## src/rtl/voq_pri_req.sv

```systemverilog
// rtl/voq_pri_req.sv - per-input VOQ occupancy counters and priority snapshot hand-off to the priority selector
module voq_pri_req #(
    parameter int N     = 16,
    parameter int P     = 4,
    parameter int C     = $clog2(P),
    parameter int DEPTH = 16,
    parameter int CW    = $clog2(DEPTH + 1),
    parameter int NW    = $clog2(N)
) (
    input  logic            clk_i,
    input  logic            rst_ni,
    input  logic            enq_valid_i,
    input  logic [NW-1:0]   enq_dest_i,
    input  logic [C-1:0]    enq_pri_i,
    output logic            enq_ready_o,
    input  logic            deq_valid_i,
    input  logic [NW-1:0]   deq_dest_i,
    input  logic [C-1:0]    deq_pri_i,
    output logic            deq_err_o,
    input  logic            sel_ready_i,
    output logic            update_o,
    output logic [N*C-1:0]  pri_out_o,
    output logic            busy_o
);

    typedef enum logic [1:0] {
        IDLE  = 2'd0,
        ISSUE = 2'd1,
        WAIT  = 2'd2
    } state_e;

    // Class 0 slots exist only to keep indexing simple; they are never hit.
    logic [CW-1:0] cnt_q [N][P];

    state_e         state_q, state_d;
    logic           dirty_q, dirty_d;
    logic           update_q, update_d;
    logic           deq_err_q, deq_err_d;
    logic [N*C-1:0] pri_out_q, pri_out_d;
    logic [N*C-1:0] pri_next;

    logic [CW-1:0]  enq_cnt, deq_cnt;
    logic           enq_fire, deq_ok, same_ctr, cnt_change;

    always_comb begin
        enq_cnt     = cnt_q[enq_dest_i][enq_pri_i];
        deq_cnt     = cnt_q[deq_dest_i][deq_pri_i];
        enq_ready_o = (enq_pri_i != '0) && (enq_cnt != CW'(DEPTH));
        enq_fire    = enq_valid_i && enq_ready_o;
        deq_ok      = deq_valid_i && (deq_pri_i != '0) && (deq_cnt != '0);
        same_ctr    = (enq_dest_i == deq_dest_i) && (enq_pri_i == deq_pri_i);
        // A simultaneous enqueue and dequeue on one counter leaves it untouched.
        cnt_change  = (enq_fire || deq_ok) && !(enq_fire && deq_ok && same_ctr);
    end

    always_ff @(posedge clk_i or negedge rst_ni) begin
        if (!rst_ni) begin
            for (int j = 0; j < N; j++) begin
                for (int c = 0; c < P; c++) begin
                    cnt_q[j][c] <= '0;
                end
            end
        end else begin
            for (int j = 0; j < N; j++) begin
                for (int c = 0; c < P; c++) begin
                    if (enq_fire && (enq_dest_i == NW'(j)) && (enq_pri_i == C'(c)) &&
                        !(deq_ok && same_ctr)) begin
                        cnt_q[j][c] <= cnt_q[j][c] + CW'(1);
                    end else if (deq_ok && (deq_dest_i == NW'(j)) && (deq_pri_i == C'(c)) &&
                                 !(enq_fire && same_ctr)) begin
                        cnt_q[j][c] <= cnt_q[j][c] - CW'(1);
                    end
                end
            end
        end
    end

    always_comb begin
        pri_next = '0;
        for (int j = 0; j < N; j++) begin
            for (int c = 1; c < P; c++) begin
                if (cnt_q[j][c] != '0) begin
                    pri_next[j*C +: C] = C'(c);
                end
            end
        end
    end

    always_comb begin
        state_d   = state_q;
        dirty_d   = dirty_q;
        pri_out_d = pri_out_q;
        case (state_q)
            IDLE: begin
                if (dirty_q) begin
                    state_d   = ISSUE;
                    dirty_d   = 1'b0;
                    pri_out_d = pri_next;
                end
            end
            ISSUE:   state_d = WAIT;
            WAIT: begin
                if (sel_ready_i) begin
                    state_d = IDLE;
                end
            end
            default: state_d = IDLE;
        endcase
        // A change in the snapshot cycle itself must still be published later.
        if (cnt_change) begin
            dirty_d = 1'b1;
        end
        update_d  = (state_d == ISSUE);
        deq_err_d = deq_valid_i && !deq_ok;
    end

    always_ff @(posedge clk_i or negedge rst_ni) begin
        if (!rst_ni) begin
            state_q   <= IDLE;
            dirty_q   <= 1'b0;
            update_q  <= 1'b0;
            deq_err_q <= 1'b0;
            pri_out_q <= '0;
        end else begin
            state_q   <= state_d;
            dirty_q   <= dirty_d;
            update_q  <= update_d;
            deq_err_q <= deq_err_d;
            pri_out_q <= pri_out_d;
        end
    end

    assign update_o  = update_q;
    assign deq_err_o = deq_err_q;
    assign pri_out_o = pri_out_q;
    assign busy_o    = (state_q != IDLE);

endmodule
```

## config.mk

```make
export PLATFORM = sky130hd
export DESIGN_NAME = voq_pri_req
export DESIGN_NICKNAME = d
export VERILOG_FILES = /design/src/rtl/voq_pri_req.sv
export SDC_FILE = /design/constraint.sdc
export NUM_CORES = 1
export LEC_CHECK = 0
export ABC_AREA = 1
export ABC_CLOCK_PERIOD_IN_PS = 3220
export CAP_MARGIN = 20
export CORE_ASPECT_RATIO = 0.6
export CORE_UTILIZATION = 25
export CTS_CLUSTER_SIZE = 10
export DETAILED_ROUTE_END_ITERATION = 8
export PLACE_DENSITY = 0.49
export RECOVER_POWER = 50
export SLEW_MARGIN = 20
export SYNTH_ARGS = -nofsm -noshare
export SYNTH_HDL_FRONTEND = slang
export SYNTH_SLANG_ARGS = --single-unit
```

## constraint.sdc

```tcl
create_clock -name clk_i -period 3.22 [get_ports clk_i]
set_input_delay 0.644 -clock clk_i [delete_from_list [all_inputs] [get_ports clk_i]]
set_output_delay 0.644 -clock clk_i [all_outputs]
set_load 0.05 [all_outputs]
```

==> results.tsv, run 1 <==
metric	value	unit
status	finished, violations left	
failed_checks	max-capacitance violations, max-slew violations, negative setup slack	
first_pass_iters	6	
maxCapViolations	1	
cts_num_sinks	277	
finalClockSkew	28.7	ps
end_kind	register	
hpwl	77200	um
setup_violations	101	
synth_edf_count	0	
hold_buffers	0	
ys_ff_latch	277	
area.growth.synth_to_final	61.1	%
drive_gt1_frac	0.360	
power_density	616	nW/um2
cts_buffers	36	
fin_ws	-202	ps
reg2reg_from	cnt_q[71]	
preCtsSetupSlack	-1550	ps
path_clk_slew	60	ps
num_vias	24700	
vdd_drop_max	0.000330	V
track_usage	0.221	
crit_type	input pin to register	
rows	84	
route.detailed.drc	0	
startpoint	enq_dest_i[0]	
startpoint_type	input pin	
syn-cell-area	22200	um2
ant_nets	0	
fin_util	0.407	
initial_utilization	0.253	
drt_iter0_drc	2259	
cts_root_buf	clkbuf_16	
final_hold_viol_count	0	
hp-class	register to register	
tritoncts	built	
layout_common_cells	897 x nand2_1, 770 x buf_4, 303 x inv_1, 297 x nor2_1, 275 x dfrtp_1	
cp.required	3690	ps
clockBufferDepth	3	
synth_cell_types	42	
max_freq	0.292	GHz
dieWidth	387	um
diodes	0	
cp_max_fo	11	
ys.flop_type	dfrtp_1	
syn_avg_cell_area	7.00	um2
min_from	cnt_q[149]	
synth_largest_area_cell	dfrtp_1	
cp.arrival	3890	ps
routabilityCongestion	0.960	
netlist_instances	3169	
fin_crit	3420	ps
relSlewSlack	-0.149	
rsz0062_at_grt	yes	
grt_antenna_before_repair	0	
grt-ovfl-total	0	
avgViaCountPerCell	4.69	
die_h	233	um
tightest_slew	1720	ps
layout_commonest_cell	nand2_1	
synth.area.top_cells	dfrtp_1 31%, nand2_1 17%, ha_1 8.1%, nand3_1 6.0%, inv_1 5.8%	
grt_pass1_vias	22900	
routed_wl	101000	um
grt_max_degree	59	
final_nets	4304	
yosysWarnings	0	
io_pins	53	
hold_ws	475	ps
clock_latency	590	ps
netlist.area_leader.share	0.313	
coreArea	87800	um2
leakage	17.3	nW
yosysSeqAreaShare	0.313	
portBuffers	52	
grt_first_pass_wirelength	148000	um
syn-num-nets	3378	
finalMaxSlewViolations	59	
period_share	1.06	
ctsHtreeMaxLevel	2	
async_flop_share	1.00	
routedWlPerCell	19.1	um
die-area	90000	um2
==> per-stage QoR <==
stage | instance area, um2 | std cells | power, mW | TNS, ps
2_1_floorplan | 23300 | 3169 | 10.8 | -7780
3_3_place_gp | 31400 | 5122 | 16.1 | -291650
3_5_place_dp | 31400 | 5122 | 16.1 | -298850
4_1_cts | 34300 | 5239 | 21.1 | -1300
5_1_grt | 35700 | 5270 | 23.6 | -20890
6_report | 35700 | 5270 | 22.0 | -7630
==> power breakdown <==
| part | leakage [nW] | internal [mW] | switching [mW] | total [mW] |
|---|---|---|---|---|
| Sequential | 3.15 | 4.48 | 0.814 | 5.30 |
| Combinational | 13.6 | 6.00 | 6.49 | 12.5 |
| Clock | 0.552 | 2.43 | 1.79 | 4.22 |
==> layout make-up <==
type                            count  area [um2]
Fill cell                        8878       52000
Multi-Input combinational cell   2468       16300
Timing Repair Buffer              960        8510
Sequential cell                   277        6930
Tap cell                         1161        1450
Inverter                          351        1410
Clock buffer                       45        1010
Clock inverter                      7         124
Timing Repair inverter              1        8.76
==> per-layer routing <==
metal  track usage  vias to the layer above  wire, um  share of wire
met5        0.0107                        -       132         0.0013
met4        0.0374                        2      1380          0.014
met3        0.0767                       99     10600           0.11
met2         0.276                      887     36400           0.36
met1         0.349                    11600     52200           0.52
li1              -                    12100         -              -
==> worst paths after layout <==
path | endpoint | slack [ps] | depth (start not counted)
setup reg to reg | cnt_q[209] | -120 | 26
setup / recovery | cnt_q[209] | -200 | 28
hold / removal | cnt_q[149] | 470 | 2
min in group asynchronous | cnt_q[71] | 480 | 1
hold reg to reg | cnt_q[149] | 470 | 2
max in group asynchronous | cnt_q[166] | 440 | 2
==> Yosys cell counts, types with 31 or more instances <==
| master | instances |
|---|---|
| nand2_1 | 1016 |
| inv_1 | 341 |
| nor2_1 | 324 |
| dfrtp_1 | 277 |
| nand3_1 | 267 |
| o21ai_0 | 150 |
| ha_1 | 144 |
| a21oi_1 | 122 |
| xor2_1 | 104 |
| fa_1 | 48 |
| buf_2 | 37 |
| o21ai_1 | 36 |
| nand4_1 | 32 |
| o21ai_2 | 31 |
==> cells by family (layout without fill, tap and decap cells) <==
kind of cell / Yosys count / count (layout) / synth area share
AND/OR/NAND/NOR: 1744 / 1744 / 0.329
buffers and inverters: 424 / 1364 / 0.0771
AO/OA/AOI/OAI: 401 / 401 / 0.105
flip-flops: 277 / 277 / 0.313
adder cells (fa/ha/maj): 192 / 192 / 0.125
XOR/XNOR: 131 / 131 / 0.0517
==> state kept, by name (all words and copies together) (netlist names) <==
signal     cells
cnt_q        240
pri_out_o     32
state_q        2
deq_err_o      1
dirty_q        1
update_o       1
==> repair_timing <==
action                                  in CTS  in global routing
resized for setup                          277                273
gates cloned                                 5                  0
buffers inserted                            61                 35
hold endpoints to repair                     0                  0
endpoints found under the setup margin     243                202
pin swaps                                  118                138
==> critical path, cell delays in order <==
cell      delay (ps)
buf_16           150
nand2_4          100
inv_1            120
buf_12           160
nand2_1           80
nand2_1          100
nor2_1            50
nand2_1          160
nand2_2          120
nand2_1           80
nor2_1            50
a21oi_2          150
nor2_2            70
nand2_4          110
nand2_8          130
buf_6            170
nor3_4           160
buf_6            160
buf_6            130
nand2_8           70
fa_2             340
nand2_1           70
nand2_1           70
a21oi_2          130
nand3b_1         130
nand2_1           70
nand2_1           50
nand2_1           40
Note: power is estimated with default switching activity, not from simulation.
==> inputs of run 2 (changes only) <==
--- a/config.mk
+++ b/config.mk
@@ -5,7 +5,6 @@
 export SDC_FILE = /design/constraint.sdc
 export NUM_CORES = 1
 export LEC_CHECK = 0
-export ABC_AREA = 1
 export ABC_CLOCK_PERIOD_IN_PS = 3220
 export CAP_MARGIN = 20
 export CORE_ASPECT_RATIO = 0.6
==> run 2 against run 1 <==
The run still ends with max-capacitance violations, max-slew violations, negative setup slack left. Cell count fell by 15%. Die area rose by 13%. Via count fell by 3.7%. Clock skew fell by 1.1 ps. Combinational power rose by 67%. Largest power group unchanged. Highest routed layer unchanged.
==> results.tsv, run 2 <==
metric	value	unit	change
place_area	34500	um2	+9.8%
ys.flop_type	dfrtp_1		
routedWlPerCell	26.0	um	+36%
async_flop_share	1.00		unchanged
grt-ovfl-total	0		unchanged
die_h	248	um	+6.4%
failed_checks	max-capacitance violations, max-slew violations, negative setup slack		
first_pass_iters	8		+2
io_pins	53		unchanged
register_area	8940	um2	+29%
tritoncts	built		
grt_antenna_before_repair	4		+4
startpoint_type	input pin		
synth_commonest_cells	357 x dfrtp_1, 157 x mux4_2, 151 x a21oi_1		
end_kind	register		
yosysWarnings	0		unchanged
grt_max_degree	66		+12%
power_density	814	nW/um2	+32%
netlist_instances	2225		-30%
fin_crit	4620	ps	+1200 ps
max_freq	0.217	GHz	-26%
leakage	17.4	nW	+0.45%
portBuffers	52		unchanged
route.detailed.drc	0		unchanged
avgViaCountPerCell	5.30		+13%
tightest_slew	2130	ps	+405 ps
path_clk_slew	60	ps	about the same
vdd_drop_max	0.000516	V	+56%
hp-class	register to register		
nFillCells	9313		+4.9%
intPower	18.8	mW	+45%
cts_buffers	42		+17%
synth_top_family_by_area	multiplexers		
dieWidth	412	um	+6.5%
finalMaxSlewViolations	64		+8.5%
multi_input_area	18400	um2	+13%
finalClockSkew	27.5	ps	-1.13 ps
area.growth.synth_to_final	59.1	%	
cts_num_sinks	357		+29%
grt_first_pass_wirelength	166000	um	+12%
syn-num-nets	2434		-28%
largest-register	cnt_q		
drt_iter0_drc	2297		+1.7%
hold_ws	393	ps	-81.6 ps
yosysMostFrequentCell	dfrtp_1		
ctsHtreeMaxLevel	2		unchanged
maxCapViolations	1		unchanged
crit_type	input pin to register		
synth_edf_count	0		unchanged
layout_common_cells	743 x buf_4, 350 x dfrtp_1, 157 x mux4_2, 139 x buf_6, 136 x xnor2_1		
synth_largest_area_cell	dfrtp_1		
syn_avg_cell_area	11.3	um2	+62%
ant_nets	0		unchanged
largest_reg_flops	320		+33%
syn-cell-area	25200	um2	+13%
switchingPower	13.9	mW	+52%
grt_pass1_vias	24300		+5.9%
cp_max_fo	17		+6
preCtsSetupSlack	-2160	ps	-608 ps
track_usage	0.222		+0.00100
drive_gt1_frac	0.559		+0.199
num_vias	23800		-3.7%
synth.area.mux_share	0.210		+0.210
routed_wl	117000	um	+16%
setup_violations	243		+140%
swShare	0.425		+0.0118
rsz0062_at_grt	yes		
yosysSeqAreaShare	0.355		+0.0426
layout_commonest_cell	buf_4		
cts_root_buf	clkbuf_16		
period_share	1.43		+0.372
netlist.area_leader.share	0.355		+0.0426
relSlewSlack	-0.419		-0.270
synth_fa_ha_area_frac	0.110		-0.0147
fin_ws	-1400	ps	-1200 ps
clock_latency	620	ps	+30 ps
ys_ff_latch	357		+29%
die-area	102000	um2	+13%
clockBufferDepth	3		unchanged
final_area	40000	um2	+12%
coreArea	99000	um2	+13%
synth_xor_xnor_area_share	0.0647		+0.0130
synth.area.top_cells	dfrtp_1 36%, mux4_2 14%, ha_1 7.2%, mux2_2 5.8%, xnor2_1 4.9%		
hold_buffers	0		unchanged
cp.required	3740	ps	+50 ps
status	finished, violations left		
pwr-share-seq	0.222		-0.019
synth_compound_area_frac	0.125		+0.0200
synth_cell_types	73		+74%
combPwrFrac	0.640		+0.073
initial_utilization	0.254		+0.00140
final_nets	3367		-22%
final_hold_viol_count	0		unchanged
rows	89		+6.0%
pwr-share-clk	0.138		-0.054
routabilityCongestion	0.980		+2.1%
synthSimpleGateAreaFrac	0.0957		-0.233
hpwl	89400	um	+16%
cp.arrival	5130	ps	+1240 ps
## run 2: changes by cell type after synthesis, moves of 129 or more
cell and change:
mux2_2 +129, nand3_1 -248, inv_1 -278, nor2_1 -206
mux4_2 +157, nand2_1 -903
## run 2: what timing repair did
| item | in CTS | in global routing |
|---|---|---|
| pin swaps | 168 | 195 |
| cloned | 3 | 4 |
| resized for setup | 312 | 335 |
| setup endpoints to repair | 242 | 243 |
| buffers inserted | 86 | 95 |
## run 2: stage by stage
step / std cells / TNS [ps] / util / total power, mW
2_1_floorplan: 2225 / -256200 / - / 16.1
3_3_place_gp: 4285 / -404980 / 0.348 / 24.3
3_5_place_dp: 4285 / -414050 / 0.348 / 24.9
4_1_cts: 4419 / -218900 / 0.382 / 30.8
5_1_grt: 4487 / -244400 / 0.404 / 34.3
6_report: 4490 / -237940 / 0.404 / 32.6
## run 2: final cells by class
type | instances | share of cell area
Multi-Input combinational cell | 1623 | 0.459
Timing Repair Buffer | 1071 | 0.241
Sequential cell | 357 | 0.223
Tap cell | 1319 | 0.0412
Clock buffer | 50 | 0.0275
Inverter | 63 | 0.00634
Clock inverter | 4 | 0.00159
Antenna cell | 3 | 0.000187
## run 2: routing by layer
metal  routed length [um]  up-vias  global-route usage
li1                     -    10200                   -
met1                53500    12300               0.329
met2                47200     1125               0.307
met3                13600      168              0.0748
met4                 2530        2              0.0432
met5                   65        -                   0
## run 2: worst max-delay path, cell delays in order
cell and delay, ps:
buf_6 120, buf_12 220, buf_12 180, mux4_2 550, a22oi_1 370, a21oi_1 240, nor4_2 320, nand2_1 110
or2_4 310, buf_12 140, a311oi_4 270, buf_6 200, buf_12 160, buf_12 120, nand2_8 60, fa_2 370
a21o_1 170, a21o_1 190, a211o_1 270, o2111ai_1 70
## run 2: final timing paths
path                         endpoint  depth (start not counted)     startpoint  slack, ps
max                        cnt_q[234]                         20  deq_dest_i[0]      -1400
min                        cnt_q[257]                          0     cnt_q[257]        390
max reg2reg                cnt_q[234]                         16     cnt_q[140]      -1370
min reg2reg                cnt_q[257]                          0     cnt_q[257]        390
max in group asynchronous  cnt_q[140]                          2         rst_ni        360
min in group asynchronous  cnt_q[307]                          1         rst_ni        640
## run 2: cells by family (layout without fill, tap and decap cells)
kind of cell             count (synthesis)  count (layout)
adder cells (fa/ha/maj)                192             192
XOR/XNOR                               186             186
AO/OA/AOI/OAI                          457             457
buffers and inverters                  245            1188
multiplexers                           314             314
AND/OR/NAND/NOR                        474             474
flip-flops                             357             357
other                                    0               3
## run 2: power by group through the flow
stage,clock [mW],sequential (mW),combinational [mW]
after floorplan,0,7.93,8.18
after CTS,4.62,7.16,19.0
after global placement,0,7.21,17.1
final,4.51,7.22,20.9
after global routing,4.77,7.33,22.2
after detailed placement,0,7.20,17.7
